$ cat config.mk
export PLATFORM = sky130hd
export DESIGN_NAME = if_id_pipe_reg_flat
export DESIGN_NICKNAME = d
export VERILOG_FILES = /design/src/rtl/if_id_pkg.sv /design/src/rtl/if_id_pipe_reg_if.sv /design/src/rtl/if_id_entry_reg.sv /design/src/rtl/if_id_pipe_reg.sv /design/src/flat_wrapper.sv
export SDC_FILE = /design/constraint.sdc
export NUM_CORES = 1
export LEC_CHECK = 0
export CAP_MARGIN = 25
export CORE_MARGIN = 2
export CORE_UTILIZATION = 46
export DETAILED_ROUTE_END_ITERATION = 16
export PLACE_DENSITY_LB_ADDON = 0.1
export SLEW_MARGIN = 20
export SYNTH_ARGS = -nofsm -noshare
export SYNTH_HDL_FRONTEND = slang
export SYNTH_SLANG_ARGS = --single-unit
$ cat constraint.sdc
create_clock -name clk -period 2.8 [get_ports clk]
set_input_delay 0.42 -clock clk [delete_from_list [all_inputs] [get_ports clk]]
set_output_delay 0.42 -clock clk [all_outputs]
set_load 0.02 [all_outputs]
$ cat src/rtl/if_id_pkg.sv
// Shared constants, entry type and counter helper for the IF/ID pipeline register.
package if_id_pkg;

  localparam logic [31:0] NOP_INSTR  = 32'h0000_0000;
  localparam int unsigned OPCODE_MSB = 31;
  localparam int unsigned OPCODE_LSB = 26;
  localparam int unsigned OPCODE_W   = OPCODE_MSB - OPCODE_LSB + 1;

  // Default-width entry; the top re-declares it at its own parameterised widths.
  typedef struct packed {
    logic [31:0] instr;
    logic [31:0] pc_plus4;
  } if_id_entry_t;

  // Saturating add; max is the all-ones value of the destination counter.
  function automatic logic [31:0] sat_add(input logic [31:0] a,
                                          input logic [31:0] b,
                                          input logic [31:0] max);
    logic [32:0] sum;
    sum = {1'b0, a} + {1'b0, b};
    if (sum > {1'b0, max}) begin
      return max;
    end
    return sum[31:0];
  endfunction

endpackage

$ cat src/rtl/if_id_pipe_reg_if.sv
// Fetch-side and decode-side handshake bundle for the IF/ID pipeline register.
interface if_id_pipe_reg_if #(
  parameter int unsigned INSTR_W = 32,
  parameter int unsigned ADDR_W  = 32,
  parameter int unsigned CNT_W   = 16
) ();

  logic               if_valid;
  logic               if_ready;
  logic [INSTR_W-1:0] if_instr;
  logic [ADDR_W-1:0]  if_pc_plus4;
  logic               flush;
  logic               id_valid;
  logic               id_ready;
  logic [INSTR_W-1:0] id_instr;
  logic [ADDR_W-1:0]  id_pc_plus4;
  logic [5:0]         id_opcode;
  logic [CNT_W-1:0]   flush_cnt;

  // Environment side: fetch, decode and hazard unit.
  modport master (
    output if_valid, if_instr, if_pc_plus4, flush, id_ready,
    input  if_ready, id_valid, id_instr, id_pc_plus4, id_opcode, flush_cnt
  );

  // Pipeline register side.
  modport slave (
    input  if_valid, if_instr, if_pc_plus4, flush, id_ready,
    output if_ready, id_valid, id_instr, id_pc_plus4, id_opcode, flush_cnt
  );

endinterface

$ cat src/rtl/if_id_entry_reg.sv
// One valid bit plus payload; clear wins over load.
module if_id_entry_reg
  import if_id_pkg::*;
#(
  parameter type entry_t = if_id_entry_t
) (
  input  logic   clk,
  input  logic   rst_n,
  input  logic   load_i,
  input  logic   clr_i,
  input  entry_t data_i,
  output logic   valid_o,
  output entry_t data_o
);

  logic   valid_d, valid_q;
  entry_t data_d, data_q;

  // Next-state: payload only changes on load, so it stays stale after a clear.
  always_comb begin
    valid_d = valid_q;
    data_d  = data_q;
    if (clr_i) begin
      valid_d = 1'b0;
    end else if (load_i) begin
      valid_d = 1'b1;
      data_d  = data_i;
    end
  end

  // State register with asynchronous reset.
  always_ff @(posedge clk or negedge rst_n) begin
    if (!rst_n) begin
      valid_q <= 1'b0;
      data_q  <= '0;
    end else begin
      valid_q <= valid_d;
      data_q  <= data_d;
    end
  end

  assign valid_o = valid_q;
  assign data_o  = data_q;

endmodule

$ cat src/rtl/if_id_pipe_reg.sv
// IF/ID pipeline register: valid/ready handshake, optional skid entry, flush-to-NOP and a
// saturating count of instructions discarded by flush.
module if_id_pipe_reg
  import if_id_pkg::*;
#(
  parameter int unsigned INSTR_W = 32,
  parameter int unsigned ADDR_W  = 32,
  parameter int unsigned SKID    = 1,
  parameter int unsigned CNT_W   = 16
) (
  input logic             clk,
  input logic             rst_n,
  if_id_pipe_reg_if.slave bus
);

  typedef struct packed {
    logic [INSTR_W-1:0] instr;
    logic [ADDR_W-1:0]  pc_plus4;
  } entry_t;

  localparam logic [31:0] CntMax = 32'((64'd1 << CNT_W) - 64'd1);

  entry_t in_data, m_data, s_data, m_load_data;
  logic   m_valid, s_valid;
  logic   if_ready, accept, m_free, m_load, m_clr;
  logic   flush;
  logic [31:0]      flush_inc;
  logic [CNT_W-1:0] flush_cnt_d, flush_cnt_q;

  assign flush    = bus.flush;
  assign in_data  = '{instr: bus.if_instr, pc_plus4: bus.if_pc_plus4};
  // M can take a new entry when empty or when its current entry leaves this cycle.
  assign m_free   = !m_valid || bus.id_ready;
  assign if_ready = (SKID != 0) ? !s_valid : m_free;
  assign accept   = bus.if_valid && if_ready;

  // S always holds the older entry, so it refills M before any new input.
  assign m_load_data = s_valid ? s_data : in_data;
  assign m_load      = !flush && m_free && (s_valid || accept);
  assign m_clr       = flush || (m_free && !s_valid && !accept);

  if_id_entry_reg #(
    .entry_t (entry_t)
  ) u_main (
    .clk     (clk),
    .rst_n   (rst_n),
    .load_i  (m_load),
    .clr_i   (m_clr),
    .data_i  (m_load_data),
    .valid_o (m_valid),
    .data_o  (m_data)
  );

  if (SKID != 0) begin : g_skid
    logic s_load, s_clr;
    // Only a held M with an accepted input parks data in S.
    assign s_load = !flush && !m_free && accept;
    assign s_clr  = flush || (m_free && s_valid);

    if_id_entry_reg #(
      .entry_t (entry_t)
    ) u_skid (
      .clk     (clk),
      .rst_n   (rst_n),
      .load_i  (s_load),
      .clr_i   (s_clr),
      .data_i  (in_data),
      .valid_o (s_valid),
      .data_o  (s_data)
    );
  end else begin : g_no_skid
    assign s_valid = 1'b0;
    assign s_data  = '0;
  end

  // Discards: M unless it drains this cycle, S, and any accepted input.
  always_comb begin
    flush_inc   = 32'(m_valid && !bus.id_ready) + 32'(s_valid) + 32'(accept);
    flush_cnt_d = flush_cnt_q;
    if (flush) begin
      flush_cnt_d = CNT_W'(sat_add(32'(flush_cnt_q), flush_inc, CntMax));
    end
  end

  // Flush counter register.
  always_ff @(posedge clk or negedge rst_n) begin
    if (!rst_n) begin
      flush_cnt_q <= '0;
    end else begin
      flush_cnt_q <= flush_cnt_d;
    end
  end

  assign bus.if_ready    = if_ready;
  assign bus.id_valid    = m_valid;
  assign bus.id_instr    = m_valid ? m_data.instr : INSTR_W'(NOP_INSTR);
  assign bus.id_opcode   = m_valid ? m_data.instr[OPCODE_MSB:OPCODE_LSB] : '0;
  assign bus.id_pc_plus4 = m_data.pc_plus4;
  assign bus.flush_cnt   = flush_cnt_q;

endmodule

$ cat src/flat_wrapper.sv
// flat-port wrapper written by rule: the top's interface ports become plain ports
module if_id_pipe_reg_flat import if_id_pkg::*;
#(
  parameter int unsigned INSTR_W = 32,
  parameter int unsigned ADDR_W  = 32,
  parameter int unsigned SKID    = 1,
  parameter int unsigned CNT_W   = 16
)
  (clk, rst_n, bus_if_valid, bus_if_instr, bus_if_pc_plus4, bus_flush, bus_id_ready, bus_if_ready, bus_id_valid, bus_id_instr, bus_id_pc_plus4, bus_id_opcode, bus_flush_cnt);
  if_id_pipe_reg_if #(.INSTR_W(INSTR_W), .ADDR_W(ADDR_W), .CNT_W(CNT_W)) bus_i ();
  input logic clk;
  input logic rst_n;
  input wire logic [$bits(bus_i.if_valid)-1:0] bus_if_valid;
  input wire logic [$bits(bus_i.if_instr)-1:0] bus_if_instr;
  input wire logic [$bits(bus_i.if_pc_plus4)-1:0] bus_if_pc_plus4;
  input wire logic [$bits(bus_i.flush)-1:0] bus_flush;
  input wire logic [$bits(bus_i.id_ready)-1:0] bus_id_ready;
  output wire logic [$bits(bus_i.if_ready)-1:0] bus_if_ready;
  output wire logic [$bits(bus_i.id_valid)-1:0] bus_id_valid;
  output wire logic [$bits(bus_i.id_instr)-1:0] bus_id_instr;
  output wire logic [$bits(bus_i.id_pc_plus4)-1:0] bus_id_pc_plus4;
  output wire logic [$bits(bus_i.id_opcode)-1:0] bus_id_opcode;
  output wire logic [$bits(bus_i.flush_cnt)-1:0] bus_flush_cnt;
  assign bus_i.if_valid = bus_if_valid;
  assign bus_i.if_instr = bus_if_instr;
  assign bus_i.if_pc_plus4 = bus_if_pc_plus4;
  assign bus_i.flush = bus_flush;
  assign bus_i.id_ready = bus_id_ready;
  assign bus_if_ready = bus_i.if_ready;
  assign bus_id_valid = bus_i.id_valid;
  assign bus_id_instr = bus_i.id_instr;
  assign bus_id_pc_plus4 = bus_i.id_pc_plus4;
  assign bus_id_opcode = bus_i.id_opcode;
  assign bus_flush_cnt = bus_i.flush_cnt;
  if_id_pipe_reg #(.INSTR_W(INSTR_W), .ADDR_W(ADDR_W), .SKID(SKID), .CNT_W(CNT_W)) u_core (.clk(clk), .rst_n(rst_n), .bus(bus_i));
endmodule
### Word-level counts from Yosys, hierarchy flattened

Cells that the tools add are included.

* register bits: 146
* bits of input ports: 69
* word-level logic and storage cells: 47

* add/sub/neg operators: 3
* magnitude comparators: 1
* multiplexer cells: 11
* bitwise operators: 2
* reductions and logical operators: 23

Operators with widths (count)
* 2-to-1 mux 64 bit: 1
* adder 16 x 32 -> 33 bit: 1
* > comparator 33 x 16 -> 1 bit (second input constant): 1
* adder 32 x 1 -> 32 bit: 1
* 2-to-1 mux 16 bit: 2
* 2-to-1 mux 32 bit: 1
* logical AND 1 bit: 9
* logical NOT 1 bit: 6
* 2-to-1 mux 1 bit: 6
* 2-to-1 mux 6 bit: 1
* logical OR 1 bit: 4
* AND reduction 2 bit: 2
* nonzero test 2 bit: 2
* adder 1 x 1 -> 2 bit: 1
* inverter 1 bit: 2

### Logic depth before layout (Yosys ltp)

Gate-level depths: netlist of the first run.

* depth after elaboration: 9
* depth in mapped cells: 11
* depth with buffers taken out: 10

### Modules after synthesis

From an unflattened synthesis of the first run, not the netlist that was laid out.

* cells, all modules: 490
* area total of the unflattened synthesis: 7427.1 µm²

Modules (own cells, without submodules)
* if_id_entry_reg: times used 2, cells each 139, area each 2733.9 µm², seq. area each 1626.6 µm²
* if_id_pipe_reg: times used 1, cells each 212, area each 1959.4 µm², seq. area each 400.4 µm²

### Least setup slack after synthesis of the first run

No wires, ideal clock.

* kind: register to register
* start: register u_core.g_skid.u_skid.valid_q (netlist: u_core.g_skid.u_skid.valid_o)
* end: register u_core.flush_cnt_q[15] (netlist: u_core.bus.flush_cnt[15])
* library setup time: 137 ps
* arrival: 3074 ps
* path slack: -412 ps
* cell stages (with the launch flop): 12
* clock period less this slack: 3212 ps
* path through: dfrtp_1 -> clkbuf_1 -> clkbuf_1 -> inv_1 -> ha_1 -> ha_1 -> ha_1 -> ha_1 -> o21ai_0 -> or2_2 -> o41ai_1 -> nand3_1

* cells in the longest elaborated chain, start to end: 8
* elaborated cells on any way between the ends: 9

Ends and longest elaborated chain
* start, declared: RTL line if_id_entry_reg.sv:16 `logic valid_d, valid_q;`
* start signal, assigned: RTL line if_id_entry_reg.sv:37 `valid_q <= valid_d;`
* logical NOT 1 bit *: RTL line if_id_pipe_reg.sv:34 `assign if_ready = (SKID != 0) ? !s_valid : m_free;`
* via bus_if_ready: RTL line flat_wrapper.sv:18 `output wire logic [$bits(bus_i.if_ready)-1:0] bus_if_ready;`
* logical AND 1 bit *: RTL line if_id_pipe_reg.sv:35 `assign accept = bus.if_valid && if_ready;`
* adder 32 x 1 -> 32 bit *: RTL line if_id_pipe_reg.sv:78 `flush_inc = 32'(m_valid && !bus.id_ready) + 32'(s_valid) + 32'(accept);`
* adder 16 x 32 -> 33 bit *: RTL line if_id_pkg.sv:20 `sum = {1'b0, a} + {1'b0, b};`
* > comparator 33 x 16 -> 1 bit: RTL line if_id_pkg.sv:21 `if (sum > {1'b0, max}) begin`
* 2-to-1 mux 1 bit: RTL line if_id_pkg.sv:21
* 2-to-1 mux 1 bit: RTL line if_id_pipe_reg.sv:80 `if (flush) begin`
* 2-to-1 mux 16 bit *: RTL line if_id_pkg.sv:24 `return sum[31:0];`
* end signal, assigned: RTL line if_id_pipe_reg.sv:90 `flush_cnt_q <= flush_cnt_d;`
* end, declared: RTL line if_id_pipe_reg.sv:28 `logic [CNT_W-1:0] flush_cnt_d, flush_cnt_q;`

The timed path passes the listed nets; every way through them passes the cells marked *. The select of a mux whose other input is x is not followed.
A chain may end at the register's enable or synchronous reset.

### Final worst setup path of the first run

* start: register u_core.g_skid.u_skid.valid_q (netlist: u_core.g_skid.u_skid.valid_o)
* end: register u_core.flush_cnt_q[14] (netlist: u_core.bus.flush_cnt[14])

* cells in the longest elaborated chain, start to end: 8
* elaborated cells on any way between the ends: 9

Ends and longest elaborated chain (RTL line)
* logical NOT 1 bit: if_id_pipe_reg.sv:34
* logical AND 1 bit: if_id_pipe_reg.sv:35
* adder 32 x 1 -> 32 bit *: if_id_pipe_reg.sv:78
* adder 16 x 32 -> 33 bit *: if_id_pkg.sv:20
* > comparator 33 x 16 -> 1 bit: if_id_pkg.sv:21
* 2-to-1 mux 1 bit: if_id_pkg.sv:21
* 2-to-1 mux 1 bit: if_id_pipe_reg.sv:80
* 2-to-1 mux 16 bit *: if_id_pkg.sv:24

Mark *: on every way between the ends. The rest lies on a longest branch, timed or not. The select of a mux whose other input is x is not followed.

==> results.json, run 1 <==
{
  "ys_seq_area_share_pct": 51.0,
  "dp_hpwl_mm": 10.1,
  "synthTopCellsByArea": "dfrtp_1, mux2_4, mux2i_1",
  "slew_headroom_pct": 37.4,
  "yosys_register_bits": 146,
  "grt_pass1_vias": 5104,
  "initial_core_util_pct": 47.1,
  "drt_iter0_drc": 195,
  "grt_setup_unrepaired": "true",
  "synthTopCellsByCount": "dfrtp_1, nor2_1, a21oi_1",
  "first_pass_iters": 4,
  "cts_hold_buf": 0,
  "start_kind": "register",
  "worstSetupEndpointType": "register",
  "grt_max_degree": 83,
  "post-route-util_pct": 62.0,
  "clk_pin_slew_worst_paths_ps": 60,
  "worstPathMaxFanout": 6,
  "coreArea_um2": 15200,
  "rows": 45,
  "cts_tree": "built",
  "post_drt_via_cell_ratio": 5.18,
  "setup_viol": 1,
  "powerDensity_nw_per_um2": 766,
  "violations": "negative setup slack",
  "yosys_warnings": 0,
  "clock_latency_ps": 420,
  "finalWeightedCongestion": 0.779,
  "antenna_found_initial": 0,
  "max_cap_violations": 0,
  "finalHoldViolCount": 0,
  "grt_pass1_wl_mm": 25.6,
  "die_area_um2": 16600,
  "antenna_left": 0,
  "status": "finished with violations",
  "critical_path_required_ps": 3100,
  "crit_type": "register to register",
  "wl_per_cell_um": 16.9,
  "syn_inst": 599,
  "syn_area_um2": 7160,
  "ctsRootBufferMaster": "clkbuf_16",
  "cts_htree_levels": 4,
  "num_antenna_cells": 0,
  "nFillCells": 1193,
  "synth_top_area_share_pct": 51.0,
  "peakVddDrop_mv": 0.438,
  "min_period_ps": 2800,
  "area_delta_synth_final_pct": 31.6,
  "synth_most_common_cell": "dfrtp_1",
  "cts_made_buffers": 17,
  "drt-total-wl_mm": 15.7,
  "avgSynthCellArea_um2": 12.0,
  "nets": 808,
  "cts.sinks": 146,
  "ys_async_sr_fraction_pct": 100,
  "netlist-cell-type-count": 41,
  "skew_ps": 10.1,
  "crit_arrival_ps": 3100,
  "pin_count": 157,
  "synth_fp_nets": 678,
  "finalMaxSlewViolations": 0,
  "dpl-instance-area_um2": 8670,
  "fp.dieH_um": 129,
  "synth_flop_cell": "dfrtp_1",
  "grt_usage_pct": 19.7,
  "overflow": 0,
  "num_vias": 4816,
  "synth_top_cell_by_area": "dfrtp_1",
  "drc": 0,
  "portBuffers": 156,
  "p_leak_nw": 4.08,
  "die_x_um": 129,
  "synth_edf_count": 0,
  "worst_pin_slew_ps": 940,
  "fin_crit_sh_pct": 100,
  "total_power_mw": 7.22,
  "drive_gt1_share_pct": 19.1,
  "final_cell_area_um2": 9430,
  "clock_path_buffers": 2,
  "min_path_type": "input pin to async pin",
  "fmax_ghz": 0.357,
  "setup_slack_ps": -2.28
}
flip-flops by register name, summed over array words and instances, names as in the netlist:
signal,cells
u_core.bus.flush_cnt,16
u_core.g_skid.u_skid.data_o,64
u_core.g_skid.u_skid.valid_o,1
u_core.u_main.data_o,64
u_core.u_main.valid_o,1
placed cells by master, fill, tap and decap left out, types with 2 or more instances in the layout:
cell             instances
xnor2_1                  3
nand3_1                  3
a31oi_1                  4
xor2_1                   3
mux2i_1                 64
nand2b_1                 2
clkbuf_1                 4
clkdlybuf4s50_1        155
nor3_1                   4
bufinv_16                6
nand2_1                 12
ha_1                     7
clkbuf_16               17
nand4_1                  5
or2_2                    2
o21ai_0                  5
inv_1                    5
and2_1                  33
o211ai_1                 2
buf_12                   4
inv_2                    3
dfrtp_1                145
a21oi_1                 67
nor2_1                  69
clkbuf_8                 2
mux2_2                   5
mux2_4                  62
buf_4                   22
area by class of cell:
class / count / area, µm² / area share, %
sequential: 146 / 3660 / 38.8
multi-input combinational: 373 / 3020 / 32.0
timing repair buffer: 182 / 1810 / 19.2
clock buffer: 23 / 468 / 4.96
tap: 188 / 235 / 2.50
clock inverter: 9 / 201 / 2.14
inverter: 9 / 36.3 / 0.385
what timing repair did:
item	CTS	global route
endpoints found under the setup margin	3	7
pin swaps	0	6
buffers inserted	0	5
cloned	0	0
resized for setup	2	10
where the power goes:
group          switching (mW)  internal, mW
clock network           0.849          1.72
registers               0.313          2.59
logic                   0.750         0.997
metal layers:
metal	global-route usage, %	vias to the layer above	part of all wire, %
met4	6.39	0	1.2
li1	-	2290	-
met1	25.7	2394	45
met3	5.16	15	4.2
met5	0	-	0
met2	32.3	117	50
per-stage QoR:
step	hold slack, ps	std cells	TNS [ps]	worst slack (ps)
floorplan	124	599	-25.5	-14.7
global placement	475	893	-3730	-369
detailed placement	484	893	-4630	-416
CTS	27.0	925	-1.20	-1.20
global route	36.3	930	-233	-96.9
finish	1.68	930	-2.28	-2.28
worst paths after layout:
path	start	endpoint	slack (ps)	depth (start not counted)
max reg2reg	u_core.g_skid.u_skid.valid_o	u_core.bus.flush_cnt[14]	-2	10
max in group asynchronous	rst_n	u_core.u_main.data_o[22]	1970	2
max	u_core.g_skid.u_skid.valid_o	u_core.bus.flush_cnt[14]	-2	10
min in group clk	u_core.g_skid.u_skid.data_o[13]	u_core.g_skid.u_skid.data_o[13]	510	1
min	rst_n	u_core.bus.flush_cnt[3]	2	1
min reg2reg	u_core.g_skid.u_skid.data_o[13]	u_core.g_skid.u_skid.data_o[13]	510	1
worst max-delay path, cell delays in order, from the launching register on:
cell	delay, ps
dfrtp_4	460
nand2b_4	160
inv_4	30
fa_1	500
ha_2	190
inv_2	40
fa_2	390
nor2b_2	150
o2111ai_2	200
nor3_2	250
mux2_4	310
logic make-up after synthesis:
group	share of synthesized area, %
AND/OR/NAND/NOR	9.59
AO/OA/AOI/OAI	6.27
buffers and inverters	7.78
multiplexers	22.6
XOR/XNOR	0.734
flip-flops	51.0
adder cells (fa/ha/maj)	1.96
Note: power is estimated with default switching activity, not from simulation.
==> run 2: changes to the inputs <==
CTS_CLUSTER_SIZE = 28   (was default)
==> results of run 2 <==
No change in the layout: final DEF, timing and power equal those of run 1.
